<file path="src/rtl/plic_pkg.sv">
// ============================================================================
// Module : plic_pkg
// Shared register offsets, gateway state encoding and default priority width.
// Revision: 1.0
// ============================================================================
`default_nettype none

package plic_pkg;

    localparam int PRIO_W_DEFAULT = 3;

    localparam logic [11:0] OFF_PRIO    = 12'h000;
    localparam logic [11:0] OFF_PENDING = 12'h080;
    localparam logic [11:0] OFF_ENABLE  = 12'h100;
    localparam logic [11:0] OFF_THRESH  = 12'h200;
    localparam logic [11:0] OFF_CLAIM   = 12'h204;

    typedef enum logic [1:0] {
        GW_IDLE      = 2'd0,
        GW_PENDING   = 2'd1,
        GW_INSERVICE = 2'd2
    } gw_state_e;

endpackage

`default_nettype wire

</file>
<file path="src/rtl/plic_gateway.sv">
// ============================================================================
// Module : plic_gateway
// Per-source level gateway: IDLE -> PENDING -> INSERVICE -> IDLE.
// Revision: 1.0
// ============================================================================
`default_nettype none

module plic_gateway
    import plic_pkg::*;
(
    input  logic clk,
    input  logic rst,
    input  logic src,
    input  logic claim,
    input  logic complete,
    output logic pending
);

    gw_state_e state_q;
    gw_state_e state_d;

    // The level on src is only looked at while idle; claim/complete drive the rest.
    always_comb begin
        state_d = state_q;
        case (state_q)
            GW_IDLE:      if (src)      state_d = GW_PENDING;
            GW_PENDING:   if (claim)    state_d = GW_INSERVICE;
            GW_INSERVICE: if (complete) state_d = GW_IDLE;
            default:                    state_d = GW_IDLE;
        endcase
    end

    always_ff @(posedge clk or posedge rst) begin
        if (rst) begin
            state_q <= GW_IDLE;
        end else begin
            state_q <= state_d;
        end
    end

    assign pending = (state_q == GW_PENDING);

endmodule

`default_nettype wire

</file>
<file path="src/rtl/plic.sv">
// ============================================================================
// Module : plic
// Platform interrupt controller: register file, gateways and priority arbiter.
// Revision: 1.0
// ============================================================================
`default_nettype none

module plic
    import plic_pkg::*;
#(
    parameter int NSRC   = 8,
    parameter int PRIO_W = PRIO_W_DEFAULT
) (
    input  logic            clk,
    input  logic            rst,
    input  logic            bus_req,
    input  logic            bus_we,
    input  logic [11:0]     bus_addr,
    input  logic [31:0]     bus_wdata,
    output logic [31:0]     bus_rdata,
    output logic            bus_ack,
    output logic            bus_err,
    input  logic [NSRC-1:0] src,
    output logic            irq_ext
);

    localparam int ID_W = $clog2(NSRC + 1);

    logic [NSRC:1][PRIO_W-1:0] prio_q, prio_d;
    logic [NSRC:1]             enable_q, enable_d;
    logic [PRIO_W-1:0]         thresh_q, thresh_d;
    logic                      ack_q, ack_d;
    logic                      err_q, err_d;
    logic [31:0]               rdata_q, rdata_d;
    logic                      irq_q, irq_d;

    logic [NSRC:1]     pending;
    logic [NSRC:1]     claim_vec;
    logic [NSRC:1]     complete_vec;
    logic [ID_W-1:0]   best_id;
    logic [PRIO_W-1:0] best_prio;
    logic [11:0]       word_addr;
    logic [31:0]       rd_val;
    logic              mapped;
    logic              unused_addr_bits;

    assign word_addr        = {bus_addr[11:2], 2'b00};
    assign unused_addr_bits = ^bus_addr[1:0];

    for (genvar g = 1; g <= NSRC; g++) begin : g_gw
        plic_gateway u_gw (
            .clk      (clk),
            .rst      (rst),
            .src      (src[g-1]),
            .claim    (claim_vec[g]),
            .complete (complete_vec[g]),
            .pending  (pending[g])
        );
    end

    // Ascending scan with strict compare keeps the lowest ID on ties.
    always_comb begin
        best_id   = '0;
        best_prio = '0;
        for (int i = 1; i <= NSRC; i++) begin
            if (pending[i] && enable_q[i] && (prio_q[i] > best_prio)) begin
                best_prio = prio_q[i];
                best_id   = ID_W'(i);
            end
        end
    end

    always_comb begin
        mapped = 1'b1;
        rd_val = '0;
        if (word_addr[11:7] == OFF_PRIO[11:7]) begin
            mapped = (int'(word_addr[6:2]) <= NSRC);
            for (int i = 1; i <= NSRC; i++) begin
                if (int'(word_addr[6:2]) == i) rd_val[PRIO_W-1:0] = prio_q[i];
            end
        end else begin
            case (word_addr)
                OFF_PENDING: rd_val[NSRC:1]     = pending;
                OFF_ENABLE:  rd_val[NSRC:1]     = enable_q;
                OFF_THRESH:  rd_val[PRIO_W-1:0] = thresh_q;
                OFF_CLAIM:   rd_val[ID_W-1:0]   = best_id;
                default:     mapped             = 1'b0;
            endcase
        end
    end

    always_comb begin
        prio_d       = prio_q;
        enable_d     = enable_q;
        thresh_d     = thresh_q;
        ack_d        = bus_req && !ack_q;
        err_d        = 1'b0;
        rdata_d      = '0;
        claim_vec    = '0;
        complete_vec = '0;
        irq_d        = (best_prio > thresh_q);

        if (bus_req && !ack_q) begin
            err_d = !mapped;
            if (!bus_we) begin
                if (mapped) rdata_d = rd_val;
                if (word_addr == OFF_CLAIM && best_id != '0) claim_vec[best_id] = 1'b1;
            end else if (mapped) begin
                if (word_addr[11:7] == OFF_PRIO[11:7]) begin
                    for (int i = 1; i <= NSRC; i++) begin
                        if (int'(word_addr[6:2]) == i) prio_d[i] = bus_wdata[PRIO_W-1:0];
                    end
                end else begin
                    case (word_addr)
                        OFF_ENABLE: enable_d = bus_wdata[NSRC:1];
                        OFF_THRESH: thresh_d = bus_wdata[PRIO_W-1:0];
                        // Gateway ignores the pulse unless it is in service.
                        OFF_CLAIM: begin
                            for (int i = 1; i <= NSRC; i++) begin
                                if (bus_wdata == 32'(i)) complete_vec[i] = 1'b1;
                            end
                        end
                        default: ;
                    endcase
                end
            end
        end
    end

    always_ff @(posedge clk or posedge rst) begin
        if (rst) begin
            prio_q   <= '0;
            enable_q <= '0;
            thresh_q <= '0;
            ack_q    <= 1'b0;
            err_q    <= 1'b0;
            rdata_q  <= '0;
            irq_q    <= 1'b0;
        end else begin
            prio_q   <= prio_d;
            enable_q <= enable_d;
            thresh_q <= thresh_d;
            ack_q    <= ack_d;
            err_q    <= err_d;
            rdata_q  <= rdata_d;
            irq_q    <= irq_d;
        end
    end

    assign bus_ack   = ack_q;
    assign bus_err   = err_q;
    assign bus_rdata = rdata_q;
    assign irq_ext   = irq_q;

endmodule

`default_nettype wire

</file>
<file path="config.mk">
export PLATFORM = sky130hd
export DESIGN_NAME = plic
export DESIGN_NICKNAME = d
export VERILOG_FILES = /design/src/rtl/plic_pkg.sv /design/src/rtl/plic_gateway.sv /design/src/rtl/plic.sv
export SDC_FILE = /design/constraint.sdc
export NUM_CORES = 1
export LEC_CHECK = 0
export ABC_CLOCK_PERIOD_IN_PS = 9800
export CELL_PAD_IN_SITES_DETAIL_PLACEMENT = 0
export CELL_PAD_IN_SITES_GLOBAL_PLACEMENT = 1
export CORE_MARGIN = 2
export CORE_UTILIZATION = 36
export DETAILED_ROUTE_END_ITERATION = 16
export PLACE_DENSITY_LB_ADDON = 0.12
export SLEW_MARGIN = 40
export SYNTH_ARGS = -nofsm -noshare
export SYNTH_HDL_FRONTEND = slang
export SYNTH_SLANG_ARGS = --single-unit
</file>
<file path="constraint.sdc">
create_clock -name clk -period 9.8 [get_ports clk]
set_clock_uncertainty 0.15 [all_clocks]
set_input_delay 1.47 -clock clk [delete_from_list [all_inputs] [get_ports clk]]
set_output_delay 1.47 -clock clk [all_outputs]
set_load 0.02 [all_outputs]
</file>
---- After elaboration in Yosys (flattened, before gate mapping) ----
Cells that the tools add are included.
word-level totals
  bits in registers ....................... 86
  bits of input ports ..................... 56
  output and inout bits ................... 35
  logic and storage cells ................. 231
operators by class
  magnitude comparators ................... 12
  equality and inequality tests ........... 60
  multiplexer cells ....................... 86
  bitwise operators ....................... 1
  reductions and logical operators ........ 50
operators with widths
  cell                   number
  $eq A32 B3 Y1 const B  4
  $eq A32 B2 Y1 const B  2
  $mux W8                8
  $mux W3                17
  $mux W2                25
  $reduce_and A5 Y1      10
  $ne A2 B2 Y1 const B   24
  $pmux W2 S3            8
  $eq A32 B1 Y1 const B  1
  $eq A32 B4 Y1 const B  1
  $mux W9                3
  $gt A3 B3 Y1           8
  $mux W4                6
  $reduce_and A3 Y1      8
  $eq A10 B8 Y1 const B  2
  $eq A5 B4 Y1 const B   4
  $logic_and A1 B1 Y1    19
  $eq A2 B1 Y1 const B   8
  $eq A2 B2 Y1 const B   8
  $logic_not A2 Y1       8
  $mux W1                13
  $eq A10 B6 Y1 const B  1
  $eq A10 B7 Y1 const B  1
  $eq A5 B3 Y1 const B   2
  17 further kinds       18

---- Longest topological paths before layout ----
  depth after elaboration ................. 34
  depth in mapped cells ................... 55
  mapped depth without buffers ............ 55

---- Cells and area by module ----
A second synthesis with hierarchy kept.
unflattened totals
  cell total of the unflattened synthesis .. 480
  area total of the unflattened synthesis .. 4550.6 µm²
modules (own cells, without submodules)
  module        times used  cells each  area each (µm²)  seq. area each (µm²)
  plic          1           408         3769.9           1176.1
  plic_gateway  8           9           97.6             50.0

---- Worst setup path after synthesis ----
OpenSTA, ideal clock, no wires.
  kind .................................... reg2reg
  start ................................... register g_gw[1].u_gw.state_q[0]
  end ..................................... register g_gw[2].u_gw.state_q[0]
  library setup time ...................... 123 ps
  arrival ................................. 9933 ps
  required time ........................... 9527 ps
  slack ................................... -406 ps
  stages on the path, launching flop included .. 53
  path buffers ............................ 0
  clock period less this slack ............ 10206 ps
  path through ............................ dfrtp_1 > nor2b_1 > nand3_1 > ha_1 > nand2_1 > o21a_1 > nor2_2 > a21oi_1 > ha_1 > nor2b_1 > and2_1 > a221o_2 > o21ai_4 > mux2_2 > ha_1 > nor2_1 > o21bai_1 > a22o_1 > [17 not listed] > o21ai_0 > nand2_1 > ha_1 > nor2b_1 > o21ai_0 > nand2b_1 > and4_1 > nor3_1 > a21oi_1 > ha_1 > nor2b_1 > o21ai_0 > a21oi_1 > inv_1 > o21a_1 > a2111o_1 > nor3_2 > nor3_1
between the ends
  word-level cells in the longest chain between the ends .. 34
  elaborated cells on any way between the ends .. 44
  classes of those cells .................. order compare (9); eq/ne (2); mux (20); reduce/logical (13)
ends and longest elaborated chain
  what                                       line                text
  start: declaration                         plic_gateway.sv:19  gw_state_e state_q;
  start signal: assignment                   plic_gateway.sv:37  state_q <= state_d;
  $eq A2 B1 Y1 *                             plic_gateway.sv:41  assign pending = (state_q == GW_PENDING);
  $logic_and A1 B1 Y1 * (2 in series)        plic.sv:66          if (pending[i] && enable_q[i] && (prio_q[i] > best_prio)) begin
  $mux W3                                    plic.sv:66
  $gt A3 B3 Y1                               plic.sv:66
  $logic_and A1 B1 Y1                        plic.sv:66
  $mux W3                                    plic.sv:66
  $gt A3 B3 Y1                               plic.sv:66
  $logic_and A1 B1 Y1                        plic.sv:66
  [17 not listed]                            -
  $logic_and A1 B1 Y1 (not written as such)  plic.sv:107         if (word_addr == OFF_CLAIM && best_id != '0) claim_vec[best_id] = 1'b1;
  $mux W1 (not written as such)              plic.sv:107
  $demux W1 S4                               plic.sv:107
  $mux W8 *                                  plic.sv:107
  $mux W8 *                                  plic.sv:105         if (!bus_we) begin
  $mux W8 *                                  plic.sv:103         if (bus_req && !ack_q) begin
  $ne A2 B2 Y1 (no line) *                   -
  $reduce_and A3 Y1 (no line) *              -
  end signal: assignment                     plic_gateway.sv:37
  end: declaration                           plic_gateway.sv:19
Every way passes the cells marked *; elsewhere a longest branch is shown, timed or not.
A chain may end at the register's enable or synchronous reset.

---- Final worst setup path ----
  start ................................... register g_gw[1].u_gw.state_q[1]
  end ..................................... register g_gw[2].u_gw.state_q[1]
Same word-level chain as after synthesis.

==> results.md <==
- TritonRoute pass-1 iters: 5
- Layout Cells excl Fill: about 810
- #FFs+latches synth: 63
- Mapped Cells: a little under 500
- Number of synthesis warnings: 0
- Dpl cells: roughly 750
- Reg2Reg Depth: 52
- Actual slew at the worst max-slew pin: a little under 900 ps
- Final worst path period share: 0.971
- R2r setup slk: 290 ps
- Most frequent CP cell: nor2_4
- Starting density of the core: 0.370
- Asr flop ratio synth: 1.00
- Per-cell routed wire length: 18.3 um
- Std cell rows: 40
- Input/output buffers: 65
- Routability congestion estimate from global placement: roughly 0.83
- Die W: around 120 um
- CP bufs+invs: 3
- Worst flop-to-flop path startpoint: g_gw[1].u_gw.state_q[1]
- RSZ-0062 raised after global routing: true
- Sink Count: 63
- DR vias/cell: approximately 5.4
- Die Ht: about 120 um
- Detailed Route WL: roughly 15 mm
- Die area: 13300 um^2
- Hold Crit Start: g_gw[8].u_gw.state_q[1]
- HP Class: reg -> reg
- FF-to-FF End: g_gw[2].u_gw.state_q[1]
- Worst-case clock buffer depth: 2
- Seq pwr share: 0.395
- Seq/Total Area, Yosys: 0.353
- CTS root buf: clkbuf_16
- Area post-placement: roughly 5500 um^2
- Design area: 6470 um^2
- Area delta synth->final: 44.9%
- Vias post-DR: 4342
- Cts hold-fix bufs: 0
- IO Pins: roughly 90
- Clock latency on the worst-skew pair: 330 ps
- Cell internal pwr: between 500 and 600 uW
- Fmax: approximately 0.11 GHz
- Slew HR: 0.420
- Final setup violation count: 0
- Power Total: approximately 660 uW
- Vias in the first global route: approximately 4200
- Htree depth: 3
- Worst-path maximum fanout: 6
- DRC errors left: 0
- Final hold vios: 0
- Largest stage delay, worst path: approximately 430 ps
- Outcome: finished, final reports clean
- N_diodes: 0
- DPL Wire Length: roughly 11 mm
- Largest net degree at the start of global routing: 64
- Setup TNS: 0 ps
- Distinct cells, synth: between 60 and 70
- Critical path class: reg -> reg
- Gate power share: 0.090
- Gr ovfl total: 0
- Post-synth EDFFs: 0
- Hold path endpoint: g_gw[8].u_gw.state_q[0]
- CP startpoint kind: register
- Syn Std Cell Area: about 4500 um^2
- DRT iter0 DRCs: 256
- Syn avg cell area: 9.04 um^2
- Crit end category: register
- Sw Ratio: 0.224
- Total track usage: 0.222
- Final nets: ~700
- TritonCTS Buffers: 9
- CTS clk-pin slew, worst paths: 50 ps
- Hold depth: 1
- Total power density per cell area: about 100 nW/um^2
- Cell family with most CP delay: compound AO/OA/AOI/OAI gates
- VDD IR max: slightly above 0.1 mV
- Max-cap check violation count: 0
- Main synth FF type: dfrtp_1
- Clock share of power: 0.515
- Core area: approximately 12000 um^2
- Initial antenna violation count: 0
- Routed Antenna Nets: 0
- Max Slew Vio Count: 0
- CTS tree: built
- Pleak: ~0.0028 uW
- Share of layout cells above drive strength 1: 0.319
- WP data arrival: approximately 9600 ps
- Net switching power: 149 uW
- First-pass GRT wire length: roughly 23 mm
- Fin util: 0.536
- Slowest CP cell: or3b_4
- Worst EP required: 9920 ps
- Min Clock Period, post-route: approximately 9500 ps
==> cell usage in the layout, fill, tap and decap left out, drive strengths merged, types with 7 or more instances in the layout <==
master / n
a21oi: 21
a22oi: 7
a31oi: 9
buf: 77
clkbuf: 11
clkdlybuf4s50: 64
conb: 23
dfrtp: 63
ha: 17
inv: 21
mux2: 36
nand2: 40
nand2b: 8
nand3: 15
nand4: 9
nor2: 44
nor2b: 15
nor3: 18
nor4: 12
o21ai: 32
==> routing by layer <==
layer / global-route usage / up-vias / wire, um
met1: 0.317 / 2154 / 6910
met2: 0.354 / 113 / 7100
met4: 0.0442 / 0 / 148
li1: - / 2065 / -
met5: 0 / - / 0
met3: 0.0411 / 10 / 595
==> sequential cells by signal (all words and copies together), names as in the netlist <==
| name | flops |
|---|---|
| irq_ext | 1 |
| enable_q | 8 |
| bus_ack | 1 |
| bus_rdata | 9 |
| thresh_q | 3 |
| bus_err | 1 |
| g_gw.u_gw.state_q | 16 |
| prio_q | 24 |
==> cells in the mapped netlist (6+ instances only) <==
library cell | count | area (um^2)
clkbuf_1 | 8 | 30.0
nor2b_1 | 15 | 93.8
nand2_1 | 40 | 150
mux2_2 | 36 | 405
o21ai_0 | 27 | 135
nor3_1 | 17 | 85.1
a31oi_1 | 7 | 43.8
and3_1 | 6 | 37.5
and2_1 | 6 | 37.5
mux2i_1 | 6 | 60.1
nand2b_1 | 8 | 50.1
a22oi_1 | 7 | 52.6
dfrtp_1 | 63 | 1580
inv_1 | 21 | 78.8
nand3_1 | 15 | 75.1
nand4_1 | 9 | 56.3
a21oi_1 | 19 | 95.1
nor2_1 | 43 | 161
ha_1 | 17 | 213
nor4_1 | 12 | 75.1
buf_4 | 23 | 173
==> cell type report <==
cell class,count,area [um^2]
clock inverter,4,70.1
multi-input combinational,397,3060
tap,168,210
fill,1135,5590
clock buffer,11,243
sequential,63,1580
timing repair buffer,141,1230
inverter,21,78.8
==> power groups by stage <==
stage	combinational [uW]	clock [uW]	sequential (uW)
after global routing	65.1	361	262
final	60.0	342	262
after detailed placement	58.2	0	267
after global placement	57.7	0	267
after CTS	58.5	346	262
after floorplan	31.6	0	267
==> worst max-delay path by stage <==
stage | from | endpoint | slack (ps) | depth (start not counted)
global placement | g_gw[1].u_gw.state_q[1] | g_gw[2].u_gw.state_q[0] | -30 | 51
finish | g_gw[1].u_gw.state_q[1] | g_gw[2].u_gw.state_q[1] | 290 | 52
detailed placement | g_gw[1].u_gw.state_q[1] | g_gw[2].u_gw.state_q[1] | -190 | 51
global route | g_gw[1].u_gw.state_q[1] | g_gw[2].u_gw.state_q[1] | -250 | 52
floorplan | g_gw[1].u_gw.state_q[0] | g_gw[2].u_gw.state_q[0] | 30 | 47
CTS | g_gw[1].u_gw.state_q[0] | g_gw[2].u_gw.state_q[0] | -20 | 50
==> cell families (layout without fill, tap and decap cells) <==
logic type,Yosys count,in the layout,share of synthesized area
other,1,23,0.000840
xor gates and xnor gates,2,2,0.00392
and+or+nand+nor,193,193,0.225
DFF,63,63,0.353
buffers and inverters,56,177,0.0670
AOI/OAI and AO/OA,117,117,0.191
muxes,42,42,0.104
adders and majority gates,20,20,0.0547
==> per-stage QoR <==
step	hold WS, ps	setup WS, ps
after global placement	287	-32.2
after floorplan	274	31.9
after detailed placement	295	-194
after CTS	308	-17.1
final	301	287
after global routing	318	-248
==> what timing repair did <==
| action | in CTS | in global routing |
|---|---|---|
| setup buffers | 18 | 20 |
| endpoints found under the setup margin | 13 | 21 |
| endpoints found under the hold margin | 0 | 0 |
| pin swaps | 5 | 45 |
| resized for setup | 6 | 61 |
No activity file was read; power rests on OpenSTA's default activity.
==> variant, RTL diff (config.mk and constraints unchanged) <==
The 3 states of `gw_state_e` get a one-hot encoding in 3 bits.
--- a/src/rtl/plic_pkg.sv
+++ b/src/rtl/plic_pkg.sv
@@ -17,6 +17,6 @@
 
-    typedef enum logic [1:0] {
-        GW_IDLE      = 2'd0,
-        GW_PENDING   = 2'd1,
-        GW_INSERVICE = 2'd2
+    typedef enum logic [2:0] {
+        GW_IDLE      = 3'b001,
+        GW_PENDING   = 3'b010,
+        GW_INSERVICE = 3'b100
     } gw_state_e;
Function: same outputs for any inputs over 4 cycles, from zero or initial values and one cycle with rst high; so few cycles prove little.
==> variant against the unedited design <==
Worst setup slack lost 0.073 ns. Sequential cell count grew 8. Count of clock-buffer cells in the layout grew 1. Global-route usage shrank 0.36 points. Non-clock buffer count shrank 7. Cell area grew 6.2%. Die area grew 9.6%. Critical path depth is the same. Routed wire length grew 5.7%. Synthesized area grew 9.9%. Critical path type unchanged. Largest cell class unchanged.
Power is not compared: it rests on default switching activity, and its combinational part moved more than twofold at a synthesized area within 25%.
==> variant: results <==
{
  "status": "finished, final reports clean",
  "synth.yosys.seq_area_share": 0.364,
  "diodes": 0,
  "worstPathArrival_ns": 9.65,
  "holdCritPathClass": "flip-flop to flip-flop",
  "synthArstFlopShare": 1.00,
  "avgViaCountPerCell": 5.35,
  "htree_levels": 3,
  "antenna_found_initial": 0,
  "ir_worst_vdd_mv": 0.0635,
  "gp_congestion": 0.886,
  "grt_pass1_wl_um": 24400,
  "synth_ff_type": "dfrtp_1",
  "leakage_nw": 2.89,
  "grt_usage": 0.219,
  "drive_gt1_frac": 0.296,
  "dr.pass1.iters": 5,
  "place_area_um2": 6120,
  "worst-path-max-fanout": 7,
  "fillCellCount": 1249,
  "yosysWarnings": 0,
  "cts-root-buf": "clkbuf_16",
  "port_buffers": 65,
  "clk_pin_slew_worst_paths_ns": 0.06,
  "ys_top_cells_by_count": "dfrtp_1, nand2_1, nor2_1, o21ai_0, inv_1",
  "drt_iter0_drc": 273,
  "grt_max_degree": 72,
  "yosys.area_share.xor_xnor": 0.00178,
  "worst_slew_pin_slew_ns": 0.950,
  "cts_buffers": 9,
  "clockBufferDepth": 2,
  "synth_mux_area_frac": 0.0775,
  "cpPeakStageDelay_ns": 0.41,
  "synth_compound_area_frac": 0.220,
  "wl_per_cell_um": 18.1,
  "slowest_stage": "and4bb_4",
  "ys_top_cells_by_area": "dfrtp_1, mux2_2, nand2_1",
  "dp_hpwl_um": 11700,
  "grt_pass1_vias": 4596,
  "synth_cell_type_count": 78,
  "clk_latency_ns": 0.34,
  "synthAdderAreaFrac": 0.0454,
  "nets": 753
}
## variant: cells by family (layout without fill, tap and decap cells)
logic type / Yosys count / in the layout
compound gates: 152 / 152
xor+xnor: 1 / 1
fa+ha+maj: 18 / 18
buf+inv: 68 / 182
flops: 71 / 71
mux: 34 / 34
other cells: 1 / 23
simple gates: 204 / 204
## variant: final cells by class
cell class | instances | share of cell area
Multi-Input combinational cell | 432 | 0.475
Sequential cell | 71 | 0.260
Timing Repair Buffer | 134 | 0.169
Clock buffer | 12 | 0.0359
Tap cell | 176 | 0.0321
Inverter | 32 | 0.0175
Clock inverter | 4 | 0.0102
## variant: what timing repair did
item / in CTS / in global routing
setup endpoints to repair: 21 / 21
gates resized for setup: 20 / 45
pin swaps: 20 / 44
setup buffers: 9 / 6
## variant: stage by stage
step / total power [mW] / setup WS (ns) / util / instances / hold WS [ns]
global route: 0.890 / -0.249 / 0.517 / 861 / 0.364
detailed placement: 0.494 / -0.389 / 0.460 / 830 / 0.330
global placement: 0.489 / -0.278 / 0.460 / 830 / 0.317
finish: 0.850 / 0.214 / 0.517 / 861 / 0.338
CTS: 0.852 / 0.0161 / 0.495 / 855 / 0.340
floorplan: 0.441 / 0.0114 / - / 571 / 0.302
## variant: path summary, 6_finish.rpt
path                                          from                 endpoint  slack, ns  cells past startpoint
setup / recovery           g_gw[1].u_gw.state_q[2]                  irq_ext       0.21                     52
hold / removal             g_gw[7].u_gw.state_q[2]  g_gw[7].u_gw.state_q[1]       0.34                      1
setup reg to reg           g_gw[1].u_gw.state_q[2]                  irq_ext       0.21                     52
hold reg to reg            g_gw[7].u_gw.state_q[2]  g_gw[7].u_gw.state_q[1]       0.34                      1
max in group asynchronous                      rst              enable_q[5]       7.53                      3
min in group asynchronous                      rst             bus_rdata[8]       1.46                      3
## variant: power by group
part / switching, mW / total [mW] / leakage, nW / internal (mW)
Sequential: 0.0236 / 0.353 / 0.921 / 0.329
Clock: 0.125 / 0.354 / 0.157 / 0.229
Combinational: 0.0768 / 0.143 / 1.81 / 0.0661
## variant: routing by layer
metal	up-vias	GRT usage	routed length [µm]
met5	-	0	0
li1	2240	-	-
met3	22	0.0349	813
met1	2232	0.287	6920
met4	0	0.0749	314
met2	115	0.365	7550
## variant: worst max-delay path: cells and delay by family, from the launching register on
kind	cells	cell delay, ns
fa+ha+maj	9	2.32
flops	1	0.38
compound gates	20	3.24
mux	3	1.00
simple gates	18	2.09
buf+inv	2	0.25
